### src/rtl/fetch_unit_if.sv
// Purpose: bundles the controller strobes, memory data and fetch results of fetch_unit.
// Latency: none. This file only carries wires.
// Backpressure: none. Strobes are single-cycle commands and are never stalled.
// Ports (modports):
//   master : drives fetch, load_ir, inc_pc, load_pc, halt, data_in; observes the results
//   slave  : the fetch unit; observes the strobes and drives addr, pc, opcode, ir_addr,
//            ir_valid, halted (and instr_cnt when FETCH_STATS_EN is defined)
interface fetch_unit_if #(
  parameter int DATA_W = 8,
  parameter int ADDR_W = 13,
  parameter int OPC_W  = 3
);
  logic              fetch;
  logic              load_ir;
  logic              inc_pc;
  logic              load_pc;
  logic              halt;
  logic [DATA_W-1:0] data_in;
  logic [ADDR_W-1:0] addr;
  logic [ADDR_W-1:0] pc;
  logic [OPC_W-1:0]  opcode;
  logic [ADDR_W-1:0] ir_addr;
  logic              ir_valid;
  logic              halted;
`ifdef FETCH_STATS_EN
  logic [15:0]       instr_cnt;
`endif

  modport master (
    output fetch, load_ir, inc_pc, load_pc, halt, data_in,
`ifdef FETCH_STATS_EN
    input  instr_cnt,
`endif
    input  addr, pc, opcode, ir_addr, ir_valid, halted
  );

  modport slave (
    input  fetch, load_ir, inc_pc, load_pc, halt, data_in,
`ifdef FETCH_STATS_EN
    output instr_cnt,
`endif
    output addr, pc, opcode, ir_addr, ir_valid, halted
  );
endinterface

### src/rtl/fetch_unit.sv
// Purpose: program counter, two-byte instruction register and memory address mux.
// Latency: addr is combinational. pc, IR, ir_valid and halted update on the edge after a strobe.
// Backpressure: none. Strobes act on every edge unless halted; halt freezes state until i_rst.
// Ports:
//   i_clk  : clock, all state changes on the rising edge
//   i_rst  : synchronous active-high reset, overrides every strobe
//   bus    : fetch_unit_if.slave (strobes and data_in in; addr/pc/opcode/ir_addr/ir_valid/halted out)
// Optional feature: define FETCH_STATS_EN to add bus.instr_cnt, a saturating count of completed
//   instruction fetches (low-byte captures), cleared by reset and frozen while halted.
module fetch_unit #(
  parameter int                DATA_W   = 8,
  parameter int                ADDR_W   = 13,
  parameter int                OPC_W    = 3,
  parameter logic [ADDR_W-1:0] RESET_PC = '0
) (
  input  logic         i_clk,
  input  logic         i_rst,
  fetch_unit_if.slave  bus
);
  localparam int                IR_W   = OPC_W + ADDR_W;
  localparam logic [ADDR_W-1:0] PC_ONE = ADDR_W'(1);

  // The IR is filled as exactly two data-bus bytes.
  generate
    if (2 * DATA_W != IR_W) begin : g_bad_width
      $error("fetch_unit: 2*DATA_W must equal OPC_W+ADDR_W");
    end
  endgenerate

  typedef enum logic {PTR_HI, PTR_LO} ptr_t;

  ptr_t              r_ptr;
  logic [IR_W-1:0]   r_ir;
  logic [ADDR_W-1:0] r_pc;
  logic              r_ir_valid;
  logic              r_halted;
`ifdef FETCH_STATS_EN
  logic [15:0]       r_instr_cnt;
`endif

  // A halt request blocks the strobes on the very edge it is sampled, not just afterwards.
  logic w_active;
  assign w_active = !r_halted && !bus.halt;

  always_ff @(posedge i_clk) begin
    if (i_rst) begin
      r_ptr       <= PTR_HI;
      r_ir        <= '0;
      r_pc        <= RESET_PC;
      r_ir_valid  <= 1'b0;
      r_halted    <= 1'b0;
`ifdef FETCH_STATS_EN
      r_instr_cnt <= '0;
`endif
    end else begin
      if (bus.halt) begin
        r_halted <= 1'b1;
      end

      if (w_active) begin
        case (r_ptr)
          PTR_HI: begin
            if (bus.load_ir) begin
              r_ir[IR_W-1 -: DATA_W] <= bus.data_in;
              r_ir_valid             <= 1'b0;
              r_ptr                  <= PTR_LO;
            end
          end
          PTR_LO: begin
            // Without a low byte the pending high byte is orphaned; the next
            // load_ir starts a fresh instruction and ir_valid stays low.
            r_ptr <= PTR_HI;
            if (bus.load_ir) begin
              r_ir[DATA_W-1:0] <= bus.data_in;
              r_ir_valid       <= 1'b1;
`ifdef FETCH_STATS_EN
              if (r_instr_cnt != 16'hFFFF) begin
                r_instr_cnt <= r_instr_cnt + 16'd1;
              end
`endif
            end
          end
          default: r_ptr <= PTR_HI;
        endcase

        // Jump beats increment; the jump target is the IR as it stood before this edge.
        if (bus.load_pc) begin
          r_pc <= r_ir[ADDR_W-1:0];
        end else if (bus.inc_pc) begin
          r_pc <= r_pc + PC_ONE;
        end
      end
    end
  end

  assign bus.pc       = r_pc;
  assign bus.opcode   = r_ir[IR_W-1 -: OPC_W];
  assign bus.ir_addr  = r_ir[ADDR_W-1:0];
  assign bus.ir_valid = r_ir_valid;
  assign bus.halted   = r_halted;
  assign bus.addr     = bus.fetch ? r_pc : r_ir[ADDR_W-1:0];
`ifdef FETCH_STATS_EN
  assign bus.instr_cnt = r_instr_cnt;
`endif
endmodule

### src/flat_wrapper.sv
// flat-port wrapper written by rule: the top's interface ports become plain ports
module fetch_unit_flat 
#(
  parameter int                DATA_W   = 8,
  parameter int                ADDR_W   = 13,
  parameter int                OPC_W    = 3,
  parameter logic [ADDR_W-1:0] RESET_PC = '0
)
  (i_clk, i_rst, bus_fetch, bus_load_ir, bus_inc_pc, bus_load_pc, bus_halt, bus_data_in, bus_addr, bus_pc, bus_opcode, bus_ir_addr, bus_ir_valid, bus_halted);
  fetch_unit_if #(.DATA_W(DATA_W), .ADDR_W(ADDR_W), .OPC_W(OPC_W)) bus_i ();
  input  logic i_clk;
  input  logic i_rst;
  input wire logic [$bits(bus_i.fetch)-1:0] bus_fetch;
  input wire logic [$bits(bus_i.load_ir)-1:0] bus_load_ir;
  input wire logic [$bits(bus_i.inc_pc)-1:0] bus_inc_pc;
  input wire logic [$bits(bus_i.load_pc)-1:0] bus_load_pc;
  input wire logic [$bits(bus_i.halt)-1:0] bus_halt;
  input wire logic [$bits(bus_i.data_in)-1:0] bus_data_in;
  output wire logic [$bits(bus_i.addr)-1:0] bus_addr;
  output wire logic [$bits(bus_i.pc)-1:0] bus_pc;
  output wire logic [$bits(bus_i.opcode)-1:0] bus_opcode;
  output wire logic [$bits(bus_i.ir_addr)-1:0] bus_ir_addr;
  output wire logic [$bits(bus_i.ir_valid)-1:0] bus_ir_valid;
  output wire logic [$bits(bus_i.halted)-1:0] bus_halted;
  assign bus_i.fetch = bus_fetch;
  assign bus_i.load_ir = bus_load_ir;
  assign bus_i.inc_pc = bus_inc_pc;
  assign bus_i.load_pc = bus_load_pc;
  assign bus_i.halt = bus_halt;
  assign bus_i.data_in = bus_data_in;
  assign bus_addr = bus_i.addr;
  assign bus_pc = bus_i.pc;
  assign bus_opcode = bus_i.opcode;
  assign bus_ir_addr = bus_i.ir_addr;
  assign bus_ir_valid = bus_i.ir_valid;
  assign bus_halted = bus_i.halted;
  fetch_unit #(.DATA_W(DATA_W), .ADDR_W(ADDR_W), .OPC_W(OPC_W), .RESET_PC(RESET_PC)) u_core (.i_clk(i_clk), .i_rst(i_rst), .bus(bus_i));
endmodule
### config.mk
export PLATFORM = sky130hd
export DESIGN_NAME = fetch_unit_flat
export DESIGN_NICKNAME = d
export VERILOG_FILES = /design/src/rtl/fetch_unit_if.sv /design/src/rtl/fetch_unit.sv /design/src/flat_wrapper.sv
export SDC_FILE = /design/constraint.sdc
export NUM_CORES = 1
export LEC_CHECK = 0
export CAP_MARGIN = 20
export CORE_MARGIN = 2
export CORE_UTILIZATION = 40
export DETAILED_ROUTE_END_ITERATION = 7
export PLACE_DENSITY = 0.76
export SETUP_SLACK_MARGIN = 0.5
export SYNTH_ARGS = -nofsm -noshare
export SYNTH_HDL_FRONTEND = slang
export SYNTH_SLANG_ARGS = --single-unit
### constraint.sdc
create_clock -name i_clk -period 1.6 [get_ports i_clk]
set_clock_uncertainty 0.1 [all_clocks]
set_input_delay 0.24 -clock i_clk [delete_from_list [all_inputs] [get_ports i_clk]]
set_output_delay 0.24 -clock i_clk [all_outputs]
set_load 0.02 [all_outputs]
==> key figures, run 1 <==
Clock network
  – Clock latency at the later pin of the worst-skew pair: 0.30 ns
  – CTS tree: yes
  – Clock Tree Buf Depth: 2
  – CTS Sinks: 32
  – Clk slew on worst S/H paths: 0.08 ns
  – CTS hold repair buffers: 0
  – Num CTS Buffers: 5
  – Root Buffer: clkbuf_8
  – H-tree levels: 2

Setup path
  – Critical Path RT: 1.68 ns
  – Worst Path Arrival: 1.93 ns
  – Crit end category: register
  – CP Class: reg -> reg
  – Crit Path Max Fanout: 3
  – Critical Path Source Type: register

Timing
  – Final hold slack: 0.4018 ns
  – Fin crit period: 1.848 ns
  – Fmax: 541.3 MHz
  – Hold Vio Cnt, Final: 0
  – Max transition margin: 75.14%
  – Worst Slack Setup Final: -0.2475 ns
  – Final period util: 115.5%
  – RSZ-0062 raised after global routing: yes
  – Final setup viols: 3
  – Slew Limit Fails: 0
  – Tightest Pin Transition: 0.3698 ns

Route
  – Detailed-route via count: 2310
  – First drt pass iteration count: 4
  – DRC: 0
  – Drt initial violations: 234
  – Wirelength per Cell: 24.45 µm
  – Antenna viol nets, final: 0
  – Vias per cell: 6.243
  – Detailed Route WL: 9.048 mm

Place
  – IO buf count: 58
  – Post-DP HPWL: 3.937 mm
  – Routability cong.: 0.8804
  – Setup WS pre-CTS: -0.5431 ns

Status
  – Failing checks: negative setup slack
  – Status: complete, but fails checks

Pwr
  – Power after layout: 0.002064 W
  – Power per cell area: 585.4 nW/µm²
  – Maximum VDD drop: 0.5255 mV
  – Leakage Power: 1.480 nW

GRT
  – GRT Max-Usage Layer: met2
  – Vias in the first global route: 2122
  – Met1 Usage GRT: 41.75%
  – Remaining global-route overflow: 0
  – Initial antenna violation count: 0
  – Largest net degree at the start of global routing: 19
  – First-pass GRT wire length: 11.11 mm
  – Met3 Usage GRT: 9.539%
  – Met2 usage: 53.55%
  – GR Util All Layers: 33.26%

Die
  – Initial Util: 41.12%
  – Io pins: 59
  – Core box area: 3971 µm²
  – Die height: 67.89 µm
  – Row Count: 23
  – Die Span X: 67.89 µm
  – Die area: 4609 µm²

Synthesis
  – YS warnings: 0
  – Primary FF master, synth: dfxtp_1
  – Mapped Avg Cell Area: 8.594 µm²
  – Post-synth net total: 206
  – Cells after Synth: 190
  – Post-synth EDFFs: 0
  – Cell variety after synth: 44
  – Synthesized area: 1633 µm²
  – Register area share after synthesis: 39.23%
  – Number of synthesized register bits: 32
  – FFs w/ async S/R, synth: 0%

Worst hold path
  – Hold Path Class: reg -> reg

Run
  – Max Cap Violations: 0

Cells and area
  – Nets: 335
  – Layout cells sized above 1: 70.94%
  – Area delta synth->final: 115.9%
  – Antenna diodes: 0
## kinds of logic (layout without fill, tap and decap cells)
kind of cell               Yosys count  after routing  synth area share (%)
AOI/OAI and AO/OA                   58             59                 23.68
adders and majority gates            1              1                0.7662
buffers and inverters               15            144                 3.755
DFF                                 32             32                 39.23
muxes                               17             17                 11.42
and+or+nand+nor                     67             67                 21.15
## cell usage in the layout, fill, tap and decap left out, types with 3 or more instances in the layout
master,count
a211oi_2,3
a21oi_1,7
a21oi_2,12
a22o_1,9
a31oi_1,4
buf_4,44
buf_6,72
clkbuf_8,6
clkdlybuf4s50_1,10
dfxtp_2,14
dfxtp_4,17
dlygate4sd2_1,3
mux2_4,13
nand2_1,13
nand2_2,11
nand2_4,3
nand3_1,5
nand4_1,3
nor2_1,5
o21ai_0,4
## timing repair
| item | 4_1_cts | 5_1_grt |
|---|---|---|
| cloned | 3 | 0 |
| setup endpoints to repair | 75 | 76 |
| pin swaps | 17 | 19 |
| resized for setup | 325 | 67 |
| buffers inserted | 29 | 11 |
## through the flow
step / utilization [%] / instance area [µm²] / TNS (ns) / cells
finish: 88.78 / 3526 / -0.3686 / 370
global route: 88.78 / 3526 / -0.4585 / 370
CTS: 80.66 / 3203 / 0 / 359
detailed placement: 66.04 / 2623 / -11.30 / 319
global placement: 66.04 / 2623 / -10.58 / 319
floorplan: - / 1819 / 0 / 190
## metal layers
metal | part of all wire, % | routed length, µm
met2 | 47 | 4255
met1 | 37 | 3392
met4 | 6.6 | 597
met5 | 0 | 0
met3 | 8.9 | 802
## final timing paths
path,startpoint,end,slack (ns),cells past startpoint
setup / recovery,u_core.bus.pc[1],u_core.bus.pc[9],-0.25,6
setup reg to reg,u_core.bus.pc[1],u_core.bus.pc[9],-0.25,6
hold reg to reg,u_core.r_ir[14],u_core.r_ir[14],0.40,1
hold / removal,u_core.r_ir[14],u_core.r_ir[14],0.40,1
## state kept, by name, indices dropped and copies added, names as in the netlist
register	count
u_core.r_ptr	1
u_core.bus.halted	1
u_core.bus.ir_valid	1
u_core.r_ir	16
u_core.bus.pc	13
## critical path, cell delays in order (launching register included)
cell	delay (ns)
dfxtp_4	0.39
buf_6	0.11
nand4_1	0.18
buf_4	0.22
o21ai_0	0.33
o41a_1	0.28
a31oi_1	0.11
## cell type report
cell class / count / area (µm²)
clock inverter: 1 / 6.256
timing repair buffer: 134 / 1340
fill: 174 / 445.4
sequential: 32 / 721.9
multi-input combinational: 144 / 1301
clock buffer: 7 / 86.33
tap: 50 / 62.56
inverter: 2 / 7.507
## cells in the mapped netlist, types with 3 or more instances
cell type / count / area (µm²)
dfxtp_1: 32 / 640.6
nand2_1: 27 / 101.4
a21oi_1: 20 / 100.1
mux2_2: 13 / 146.4
a22o_1: 9 / 78.83
clkbuf_1: 8 / 30.03
nor2_1: 8 / 30.03
nand3_1: 7 / 35.03
o21ai_0: 6 / 30.03
a31oi_1: 5 / 31.28
buf_2: 4 / 20.02
mux2i_1: 4 / 40.04
nor4_1: 4 / 25.02
a211oi_1: 3 / 22.52
and3_1: 3 / 18.77
nand4_1: 3 / 18.77
## power breakdown
| part | switching [W] | total [W] | internal [W] | leakage, nW |
|---|---|---|---|---|
| Combinational | 0.000261 | 0.000537 | 0.000275 | 1.15 |
| Sequential | 0.0000392 | 0.000846 | 0.000807 | 0.279 |
| Clock | 0.000331 | 0.000682 | 0.000351 | 0.0488 |
(Power assumes the default switching activity.)
==> run 2: changes to the inputs <==
--- a/config.mk
+++ b/config.mk
@@ -8,9 +8,10 @@
 export CAP_MARGIN = 20
 export CORE_MARGIN = 2
 export CORE_UTILIZATION = 40
+export CTS_CLUSTER_DIAMETER = 40
 export DETAILED_ROUTE_END_ITERATION = 7
 export PLACE_DENSITY = 0.76
-export SETUP_SLACK_MARGIN = 0.5
+export SKIP_LAST_GASP = 1
 export SYNTH_ARGS = -nofsm -noshare
 export SYNTH_HDL_FRONTEND = slang
 export SYNTH_SLANG_ARGS = --single-unit
==> run 2 against run 1 <==
  * The run now ends clean
  * Largest power group unchanged
  * Non-clock buffer count is 32 lower
  * Hold slack worse by 0.017 ns
  * Critical path type is now reg -> out
  * Fmax is 17% higher
  * Flip-flop and latch count stayed put
  * Critical endpoint is now bus_opcode[2]
  * First-iteration DRC count is 21% lower
  * Sequential share of layout area is 3.5 points higher
==> key figures, run 2 (synthesis results as in run 1) <==
Status
  – Status: finished clean

Die
  – Row Count: 23
  – Die Span X: 67.89 µm
  – Die height: 67.89 µm
  – Core box area: 3971 µm²
  – Initial Util: 41.12%
  – Die area: 4609 µm²
  – Io pins: 59

Timing
  – RSZ-0062 raised after global routing: yes
  – Max transition margin: 73.55%
  – Tightest Pin Transition: 0.3955 ns
  – Fin crit period: 1.580 ns
  – Final period util: 98.78%
  – Fmax: 632.7 MHz
  – Worst Slack Setup Final: 0.01951 ns
  – Final setup viols: 0
  – Hold Vio Cnt, Final: 0
  – Final hold slack: 0.3850 ns
  – Setup TNS: 0 ns
  – Slew Limit Fails: 0

GRT
  – Remaining global-route overflow: 0
  – GR Util All Layers: 25.55%
  – Initial antenna violation count: 0
  – Largest net degree at the start of global routing: 17
  – First-pass GRT wire length: 8.680 mm
  – Vias in the first global route: 1839

Setup path
  – Worst-path cell chain: clkdlybuf4s50_1
  – Crit end category: output pin
  – CP peak stage delay: 0.61 ns
  – Worst Path Arrival: 1.24 ns
  – Crit Path Max Fanout: 2
  – CP Class: reg -> out
  – Crit path max-delay family: buffers and inverters
  – Slowest cell on crit path: clkdlybuf4s50_1
  – Critical Path RT: 1.26 ns
  – CP bufs+invs: 1
  – Critical Path Source Type: register

Cells and area
  – Post-route cell area: 2724 µm²
  – Layout cells sized above 1: 34.49%
  – Commonest non-fill, non-tap cell in the layout: buf_4
  – Register bank with the most flops: u_core.r_ir
  – Number of flip-flops in the largest register: 16
  – Area delta synth->final: 66.82%
  – Most frequent cells in the layout: 42 x buf_4, 28 x dlygate4sd2_1, 27 x nand2_1
  – Antenna diodes: 0
  – Nets: 302

Pwr
  – Power after layout: 0.002020 W
  – Combinational Power Share: 17.8%
  – Switching portion of total power: 27.02%
  – Power per cell area: 741.5 nW/µm²
  – Sw power: 0.0005458 W
  – Cell Int Power: 0.001474 W
  – Reg power frac: 42.1%
  – Clock power share: 40.1%
  – Maximum VDD drop: 0.5404 mV
  – Leakage Power: 1.244 nW

Route
  – DRC: 0
  – Antenna viol nets, final: 0
  – Detailed Route WL: 5.518 mm
  – First drt pass iteration count: 4
  – Drt initial violations: 184
  – Detailed-route via count: 1887
  – Wirelength per Cell: 16.37 µm
  – Vias per cell: 5.599

Place
  – Post-DP Area: 2581 µm²
  – IO buf count: 58
  – Post-DP HPWL: 3.965 mm
  – Setup WS pre-CTS: -0.5216 ns
  – Routability cong.: 0.8988

Clock network
  – Clk slew on worst S/H paths: 0.07 ns
  – Clock Tree Buf Depth: 2
  – CTS tree: yes
  – H-tree levels: 2
  – Clock latency at the later pin of the worst-skew pair: 0.29 ns
  – CTS hold repair buffers: 0
  – Num CTS Buffers: 5
  – Root Buffer: clkbuf_8
  – CTS Sinks: 32

Run
  – Max Cap Violations: 0

Worst hold path
  – Hold Path Class: reg -> reg
[run 2: metal layers]
| metal | track usage, % | vias up | share of wire [%] |
|---|---|---|---|
| met3 | 6.579 | 17 | 6.9 |
| met2 | 41.05 | 94 | 47 |
| met5 | 0 | - | 0 |
| li1 | - | 908 | - |
| met1 | 32.14 | 868 | 43 |
| met4 | 11.75 | 0 | 2.8 |
[run 2: final cells by class]
class	instances	area, µm²
multi-input cells	143	985.9
repair buffers	102	898.4
clock buffers	5	68.82
well taps	50	62.56
fillers	311	1247
inverters	2	7.507
clock inverters	3	46.29
flip-flops and latches	32	654.4
[run 2: what timing repair did]
action,in CTS,in global routing
endpoints found under the setup margin,44,12
gates cloned,1,0
buffers inserted,0,0
gates resized for setup,78,10
[run 2: power groups by stage]
stage | sequential (W) | clock [W] | combinational (W)
floorplan | 0.000894 | 0 | 0.000125
global placement | 0.000867 | 0 | 0.000354
detailed placement | 0.000868 | 0 | 0.000360
CTS | 0.000850 | 0.000813 | 0.000355
global route | 0.000854 | 0.000850 | 0.000384
finish | 0.000851 | 0.000809 | 0.000360
[run 2: worst register-to-register path: stages, from the launching register on]
cell and delay [ns]:
dfxtp_4 0.38, ha_4 0.15, and4_4 0.23, nand3_2 0.08
or3_1 0.37, a311oi_2 0.19
[run 2: path summary, 6_finish.rpt]
check / from / to / slack, ns / cells after the start
worst min register to register: u_core.r_ir[13] / u_core.r_ir[13] / 0.38 / 1
worst max register to register: u_core.bus.pc[1] / u_core.bus.pc[10] / 0.03 / 5
worst min-delay path: u_core.r_ir[13] / u_core.r_ir[13] / 0.38 / 1
worst max-delay path: u_core.r_ir[15] / bus_opcode[2] / 0.02 / 1
[run 2: through the flow]
| step | cells | utilization (%) |
|---|---|---|
| final | 337 | 68.59 |
| after floorplan | 190 | - |
| after global routing | 337 | 68.59 |
| after global placement | 328 | 65.00 |
| after CTS | 337 | 67.64 |
| after detailed placement | 328 | 65.00 |
==> run 3: changes to the inputs <==
--- a/config.mk
+++ b/config.mk
@@ -5,7 +5,6 @@
 export SDC_FILE = /design/constraint.sdc
 export NUM_CORES = 1
 export LEC_CHECK = 0
-export CAP_MARGIN = 20
 export CORE_MARGIN = 2
 export CORE_UTILIZATION = 40
 export CTS_CLUSTER_DIAMETER = 40
==> results of run 3 <==
The final DEF is identical to that of run 2; final timing and power are the same.
